<file path="src/rtl/keypad_scan_ctrl.sv">
`default_nettype none
// +--------------------------------------------------------------------------+
// | keypad_scan_ctrl : 4x4 keypad scan, debounce, decode, 2-digit history    |
// | Option: define KEYPAD_AUTOREPEAT_EN for hold-to-repeat. Revision: 1.0    |
// +--------------------------------------------------------------------------+
module keypad_scan_ctrl #(
  parameter int SCAN_CYCLES     = 6000,
  parameter int DEBOUNCE_CYCLES = 120000
`ifdef KEYPAD_AUTOREPEAT_EN
  ,
  parameter int REPEAT_CYCLES   = 3000000
`endif
) (
  input  logic       clk,
  input  logic       Reset,
  input  logic [3:0] Rows,
  output logic [3:0] Cols,
  output logic [3:0] KeyCode,
  output logic       KeyValid,
  output logic [3:0] Digit0,
  output logic [3:0] Digit1
);

  localparam int c_cnt_max = (SCAN_CYCLES > DEBOUNCE_CYCLES) ? SCAN_CYCLES : DEBOUNCE_CYCLES;
  localparam int c_cnt_w   = (c_cnt_max > 1) ? $clog2(c_cnt_max) : 1;
  localparam logic [c_cnt_w-1:0] c_cnt_one = 1;
  localparam logic [c_cnt_w-1:0] c_scan_last = c_cnt_w'(SCAN_CYCLES - 1);
  localparam logic [c_cnt_w-1:0] c_deb_last  = c_cnt_w'(DEBOUNCE_CYCLES - 1);

  typedef enum logic [1:0] {
    ST_SCAN     = 2'd0,
    ST_DEBOUNCE = 2'd1,
    ST_HELD     = 2'd2,
    ST_RELEASE  = 2'd3
  } state_t;

  state_t             r_state, w_state_n;
  logic [1:0]         r_col, w_col_n;
  logic [c_cnt_w-1:0] r_cnt, w_cnt_n;
  logic [3:0]         r_pat, w_pat_n;
  logic [3:0]         r_sync1, r_rs;
  logic               w_commit;
  logic               w_one_low;
  logic [3:0]         w_inv;
  logic [1:0]         w_row;
  logic [3:0]         w_code;

`ifdef KEYPAD_AUTOREPEAT_EN
  localparam int c_rpt_w = (REPEAT_CYCLES > 1) ? $clog2(REPEAT_CYCLES) : 1;
  localparam logic [c_rpt_w-1:0] c_rpt_one  = 1;
  localparam logic [c_rpt_w-1:0] c_rpt_last = c_rpt_w'(REPEAT_CYCLES - 1);
  logic [c_rpt_w-1:0] r_rpt, w_rpt_n;
`endif

  assign Cols      = ~(4'b0001 << r_col);
  assign w_inv     = ~r_rs;
  assign w_one_low = (w_inv != 4'd0) && ((w_inv & (w_inv - 4'd1)) == 4'd0);

  // Row index of the single low bit in the latched pattern
  always_comb begin
    w_row = 2'd0;
    case (r_pat)
      4'b1101: w_row = 2'd1;
      4'b1011: w_row = 2'd2;
      4'b0111: w_row = 2'd3;
      default: w_row = 2'd0;
    endcase
  end

  always_comb begin
    w_code = 4'h0;
    case ({w_row, r_col})
      4'd0:    w_code = 4'h1;
      4'd1:    w_code = 4'h2;
      4'd2:    w_code = 4'h3;
      4'd3:    w_code = 4'hA;
      4'd4:    w_code = 4'h4;
      4'd5:    w_code = 4'h5;
      4'd6:    w_code = 4'h6;
      4'd7:    w_code = 4'hB;
      4'd8:    w_code = 4'h7;
      4'd9:    w_code = 4'h8;
      4'd10:   w_code = 4'h9;
      4'd11:   w_code = 4'hC;
      4'd12:   w_code = 4'hE;
      4'd13:   w_code = 4'h0;
      4'd14:   w_code = 4'hF;
      default: w_code = 4'hD;
    endcase
  end

  always_comb begin
    w_state_n = r_state;
    w_col_n   = r_col;
    w_cnt_n   = r_cnt;
    w_pat_n   = r_pat;
    w_commit  = 1'b0;
`ifdef KEYPAD_AUTOREPEAT_EN
    w_rpt_n   = r_rpt;
`endif
    case (r_state)
      ST_SCAN: begin
        if (r_cnt == c_scan_last) begin
          w_cnt_n = '0;
          if (w_one_low) begin
            w_pat_n   = r_rs;
            w_state_n = ST_DEBOUNCE;
          end else begin
            w_col_n = r_col + 2'd1;
          end
        end else begin
          w_cnt_n = r_cnt + c_cnt_one;
        end
      end
      ST_DEBOUNCE: begin
        if (r_rs != r_pat) begin
          w_state_n = ST_SCAN;
          w_col_n   = r_col + 2'd1;
          w_cnt_n   = '0;
        end else if (r_cnt == c_deb_last) begin
          w_commit  = 1'b1;
          w_state_n = ST_HELD;
          w_cnt_n   = '0;
`ifdef KEYPAD_AUTOREPEAT_EN
          w_rpt_n   = '0;
`endif
        end else begin
          w_cnt_n = r_cnt + c_cnt_one;
        end
      end
      ST_HELD: begin
        // Column stays frozen, so keys in other columns cannot disturb the hold
        if (r_rs == 4'hF) begin
          w_state_n = ST_RELEASE;
          w_cnt_n   = '0;
`ifdef KEYPAD_AUTOREPEAT_EN
          w_rpt_n   = '0;
        end else if (r_rpt == c_rpt_last) begin
          w_commit = 1'b1;
          w_rpt_n  = '0;
        end else begin
          w_rpt_n = r_rpt + c_rpt_one;
`endif
        end
      end
      default: begin
        if (r_rs != 4'hF) begin
          w_state_n = ST_HELD;
          w_cnt_n   = '0;
        end else if (r_cnt == c_deb_last) begin
          w_state_n = ST_SCAN;
          w_col_n   = r_col + 2'd1;
          w_cnt_n   = '0;
        end else begin
          w_cnt_n = r_cnt + c_cnt_one;
        end
      end
    endcase
  end

  always_ff @(posedge clk or negedge Reset) begin
    if (!Reset) begin
      r_state  <= ST_SCAN;
      r_col    <= 2'd0;
      r_cnt    <= '0;
      r_pat    <= 4'hF;
      r_sync1  <= 4'hF;
      r_rs     <= 4'hF;
      KeyCode  <= 4'h0;
      KeyValid <= 1'b0;
      Digit0   <= 4'h0;
      Digit1   <= 4'h0;
`ifdef KEYPAD_AUTOREPEAT_EN
      r_rpt    <= '0;
`endif
    end else begin
      r_sync1  <= Rows;
      r_rs     <= r_sync1;
      r_state  <= w_state_n;
      r_col    <= w_col_n;
      r_cnt    <= w_cnt_n;
      r_pat    <= w_pat_n;
      KeyValid <= w_commit;
      if (w_commit) begin
        KeyCode <= w_code;
        Digit0  <= w_code;
        Digit1  <= Digit0;
      end
`ifdef KEYPAD_AUTOREPEAT_EN
      r_rpt    <= w_rpt_n;
`endif
    end
  end

endmodule
`default_nettype wire
</file>
<file path="config.mk">
export PLATFORM = sky130hd
export DESIGN_NAME = keypad_scan_ctrl
export DESIGN_NICKNAME = d
export VERILOG_FILES = /design/src/rtl/keypad_scan_ctrl.sv
export SDC_FILE = /design/constraint.sdc
export NUM_CORES = 1
export LEC_CHECK = 0
export ABC_CLOCK_PERIOD_IN_PS = 2900
export CAP_MARGIN = 15
export CORE_MARGIN = 5
export CORE_UTILIZATION = 55
export DETAILED_ROUTE_END_ITERATION = 12
export GPL_TIMING_DRIVEN = 0
export PLACE_DENSITY = 0.8
export SYNTH_ARGS = -nofsm -noshare
export SYNTH_HDL_FRONTEND = slang
export SYNTH_SLANG_ARGS = --single-unit
</file>
<file path="constraint.sdc">
create_clock -name clk -period 2.9 [get_ports clk]
set_input_delay 0.58 -clock clk [delete_from_list [all_inputs] [get_ports clk]]
set_output_delay 0.58 -clock clk [all_outputs]
set_load 0.005 [all_outputs]
</file>
# Word-level counts from Yosys, hierarchy flattened
# Memories as Yosys holds them, arrays and structs flattened. A register that Yosys moved wholly into a read port is not among the register bits.
# Index checks and enable logic that the tools add are counted.
# word_totals
reg_bits	38
mem_count	1
input_bits	6
wordCells	68
latch_bits	0
ram_bits	0
output_inout_bits	17
rom_bits	64
# memory_table
memory	depth	word_bits	rd	rd_ports_with_merged_regs	write_ports	line	text
(no name shown)	16	4	1	1	0	72	case ({w_row, r_col})
# op_classes
n_eq_ne	17
n_mux	24
shifts	1
n_bitwise	4
mul	0
addsub	3
order_cmp	0
n_reduce_logical	10
div	0
# ops
op	count
two-way mux 17 bit	5
case mux 17 bit (3 select lines)	1
two-way mux 2 bit	12
case mux 2 bit (3 select lines)	3
adder 17 x 1 -> 17 bit, second input constant	1
== test 17 x 13 -> 1 bit, second input constant	1
== test 17 bit, second input constant	1
== test 4 bit, second input constant	3
!= test 2 bit, second input constant	5
NOT 4 bit	2
AND reduction 6 bit	1
AND reduction 5 bit	1
nonzero test 5 bit	1
AND 4 bit	1
== test 4 x 3 -> 1 bit, second input constant	1
logical NOT 4 bit	1
!= test 4 bit	1
!= test 4 bit, second input constant	1
nonzero test 4 bit	1
<< shifter 1 x 2 -> 4 bit, first input constant	1
subtractor 4 x 1 -> 4 bit, second input constant	1
two-way mux 1 bit	3
!= test 3 x 1 -> 1 bit, second input constant	1
!= test 3 bit, second input constant	1
other kinds (9)	9

# Longest topological paths before layout
# depth
word_depth	8
mapped_depth	8

# Least setup slack after synthesis
# No wires, ideal clock.
# synth_path
path_type	reg2reg
from	register r_rs[3]
to	register Digit0[0]
synth_period_minus_slack_ns	2.098
setup_time_ns	0.125
setup_slack_ns	0.802
t_required_ns	2.775
arrival_ns	1.973
stages_incl_launch_ff	8
path_cell_list	dfstp_2 buf_6 xor2_1 nor3_2 nand3_2 or4_4 buf_6 mux2_4
# synth_via
elab_chain_cells	3
# synth_rtl
element	line	text
start, declared	41	logic [3:0] r_sync1, r_rs;
start signal, assigned	178	r_rs <= r_sync1;
!= test 4 bit	116	if (r_rs != r_pat) begin
two-way mux 1 bit	116	
two-way mux 1 bit	101	case (r_state)
end signal, assigned	186	Digit0 <= w_code;
end, declared	20	output logic [3:0] Digit0,
# Every way passes these cells.
# A chain may end at the register's enable or synchronous reset.

# Worst setup path after layout
# layout_path
from	register r_rs[2]
to	register r_cnt[16]
# layout_via
elab_chain_cells	3
# layout_rtl
element	line	text
!= test 4 bit (on tied branches)	147, 116	
two-way mux 17 bit (on tied branches)	147, 116	
case mux 17 bit (3 select lines)	101	
end signal, assigned	181	r_cnt <= w_cnt_n;
end, declared	39	logic [c_cnt_w-1:0] r_cnt, w_cnt_n;
# Several ways; a longest one is shown, not always the timed one.

==> flow_metrics.env <==
export IMPL_status="finished, final reports clean"
export IMPL_fin_crit_ps=2340
export IMPL_p_seq_frac=0.531
export IMPL_met2WireLength_um=1940
export IMPL_ys_warn_count=0
export IMPL_cts_hold_buf=0
export IMPL_tns_ps=0
export IMPL_setup_violations=0
export IMPL_fin_total_pwr_mw=1.13
export IMPL_drc=0
export IMPL_drtIter0Drc=50
export IMPL_fin_crit_sh=0.807
export IMPL_slew_violations=0
export IMPL_clock_power_share=0.441
export IMPL_syn_num_nets=242
export IMPL_place_hpwl_um=2860
export IMPL_worst_pin_slew_ps=890
export IMPL_tritoncts="yes"
export IMPL_synth_area_leader_cell="dfrtp_1"
export IMPL_hold_path_class="register to register"
export IMPL_required_ps=3080
export IMPL_wire_per_inst_um=13.2
export IMPL_ctsRootBufferMaster="clkbuf_8"
export IMPL_yosysSeqAreaShare=0.457
export IMPL_slew_headroom=0.407
export IMPL_finClkSkew_ps=7.52
export IMPL_combPwrFrac=0.027
export IMPL_gp_congestion=0.902
export IMPL_intPower_mw=0.906
export IMPL_grt_overflow=0
export IMPL_met1Wirelength_um=1850
export IMPL_die_h_um=75.1
export IMPL_cts_made_buffers=5
export IMPL_drv_cap=0
export IMPL_num_vias=1672
export IMPL_swShare=0.197
export IMPL_antenna_found_initial=0
export IMPL_power_density_nw_per_um2=411
export IMPL_fp_dieW_um=75.1
export IMPL_pin_count=23
export IMPL_grt_max_degree=43
export IMPL_cts_setup_buffers=0
export IMPL_cts_buffer_depth=2
export IMPL_reg2regPathDepth=7
export IMPL_synth_ff_type="dfrtp_1"
export IMPL_cp_max_fo=8
export IMPL_synth_avg_cell_area_sq_um=10.4
export IMPL_synth_edff_count=0
export IMPL_nNetsFinal=271
export IMPL_die_area_sq_um=5650
export IMPL_area_delta_synth_final_pct=17.6
export IMPL_netlist_instances=225
export IMPL_dr_max_layer_used="met4"
export IMPL_netlist_top_cells_count="30 x dfrtp_1, 22 x nor2_1, 14 x nand2_1"
export IMPL_io_buffers=22
export IMPL_final_antenna_net_count=0
export IMPL_core_area_sq_um=4060
export IMPL_drive_above_1_share=0.204
export IMPL_clk_pin_slew_worst_paths_ps=80
export IMPL_vdd_ir_drop_worst_v=0.000396
export IMPL_grt_usage=0.166
export IMPL_end_kind="register"
export IMPL_clock_sinks=42
export IMPL_power_leakage_nw=1.23
export IMPL_cts_resized=0
export IMPL_initial_core_util=0.575
export IMPL_synth_top_area_frac=0.322
export IMPL_clk_latency_ps=290
export IMPL_cp_data_arrival_time_ps=2520
export IMPL_switchingPower_mw=0.222
export IMPL_drt_first_pass_iters=4
export IMPL_viasPerCell=5.48
export IMPL_num_fill_cells=300
export IMPL_yosysUniqueCellTypes=47
export IMPL_hold_viol=0
export IMPL_diodes=0
export IMPL_synthTopCellsByArea="dfrtp_1 32%, dfstp_2 14%, ha_1 5.9%"
export IMPL_htreeDepth=2
export IMPL_dr_wl_met3_um=184
export IMPL_synthArstFlopShare=1.00
export IMPL_ys_ff_latch=42
export IMPL_rows=23
export IMPL_syn_area_sq_um=2330
export IMPL_critPathKind="register to register"
export IMPL_grt_pass1_wl_um=7210
export IMPL_fmax_mhz=427
export IMPL_hold_depth=0
export IMPL_routed_wl_um=4030
export IMPL_grt_pass1_vias=1629
export IMPL_start_kind="register"
export IMPL_yosysMostFrequentCell="dfrtp_1"
export IMPL_rsz0062_at_grt="no"
kinds of logic after synthesis:
logic type	share of synthesized area
buffers and inverters	0.0552
multiplexers	0.0820
flip-flops	0.457
adder cells (fa/ha/maj)	0.0590
XOR/XNOR	0.0751
AND/OR/NAND/NOR	0.213
AO/OA/AOI/OAI	0.0584
power groups by stage:
stage	Combinational (mW)	Clock [mW]	Sequential, mW
2_1_floorplan	0.0129	0	0.609
3_3_place_gp	0.0322	0	0.610
3_5_place_dp	0.0320	0	0.610
4_1_cts	0.0325	0.511	0.599
5_1_grt	0.0356	0.536	0.600
6_report	0.0310	0.498	0.599
layer usage:
layer	vias up	GRT usage
li1	835	-
met1	797	0.214
met2	33	0.270
met3	7	0.0387
met4	0	0.0660
met5	-	0
sequential cells by signal, indices dropped and copies added (netlist names):
register,count
KeyValid,1
r_sync1,4
r_cnt,17
r_rs,4
r_pat,4
Digit1,4
r_col,2
r_state,2
Digit0,4
area by class of cell:
| type | count | area [sq um] | area share |
|---|---|---|---|
| buffer | 12 | 80.1 | 0.0292 |
| sequential | 42 | 1070 | 0.389 |
| timing repair buffer | 22 | 215 | 0.0784 |
| multi-input combinational | 158 | 1140 | 0.415 |
| clock buffer | 8 | 133 | 0.0483 |
| inverter | 13 | 48.8 | 0.0178 |
| tap | 50 | 62.6 | 0.0228 |
critical path: stages, from the launching register on:
cell and delay [ps]:
dfstp_2 520, clkbuf_2 160, nand4_1 290, a211oi_1 710
nand3_1 210, nor2_1 160, xnor2_1 130, nor2_1 50
per-stage QoR:
step | std cells | setup WS [ps] | utilization | hold slack [ps] | instance area [sq um]
after CTS | 305 | 559 | 0.676 | 361 | 2740
final | 305 | 559 | 0.676 | 356 | 2740
after detailed placement | 297 | 585 | 0.644 | 348 | 2610
after global routing | 305 | 314 | 0.676 | 368 | 2740
after floorplan | 225 | 802 | - | 284 | 2330
after global placement | 297 | 240 | 0.645 | 346 | 2620
cell usage in the layout (no fill, tap or decap), types with 8 or more instances in the layout:
cell and count:
nand2_1 14, inv_1 13, o21ai_0 8, xor2_1 13
dfstp_2 12, dfrtp_1 30, ha_1 11, clkdlybuf4s50_1 21
nor2_1 22, nand3_1 12, nor3_1 9
worst paths after layout:
| path | from | end | slack, ps |
|---|---|---|---|
| max | r_rs[2]$_DFF_PN1_ | r_cnt[16]$_DFFE_PN0P_ | 560 |
| min | r_sync1[0]$_DFF_PN1_ | r_rs[0]$_DFF_PN1_ | 360 |
| max reg2reg | r_rs[2]$_DFF_PN1_ | r_cnt[16]$_DFFE_PN0P_ | 560 |
| min reg2reg | r_sync1[0]$_DFF_PN1_ | r_rs[0]$_DFF_PN1_ | 360 |
| max in group asynchronous | Reset | r_cnt[15]$_DFFE_PN0P_ | 1940 |
| min in group asynchronous | Reset | r_cnt[9]$_DFFE_PN0P_ | 410 |
No activity file was read; power rests on OpenSTA's default activity.
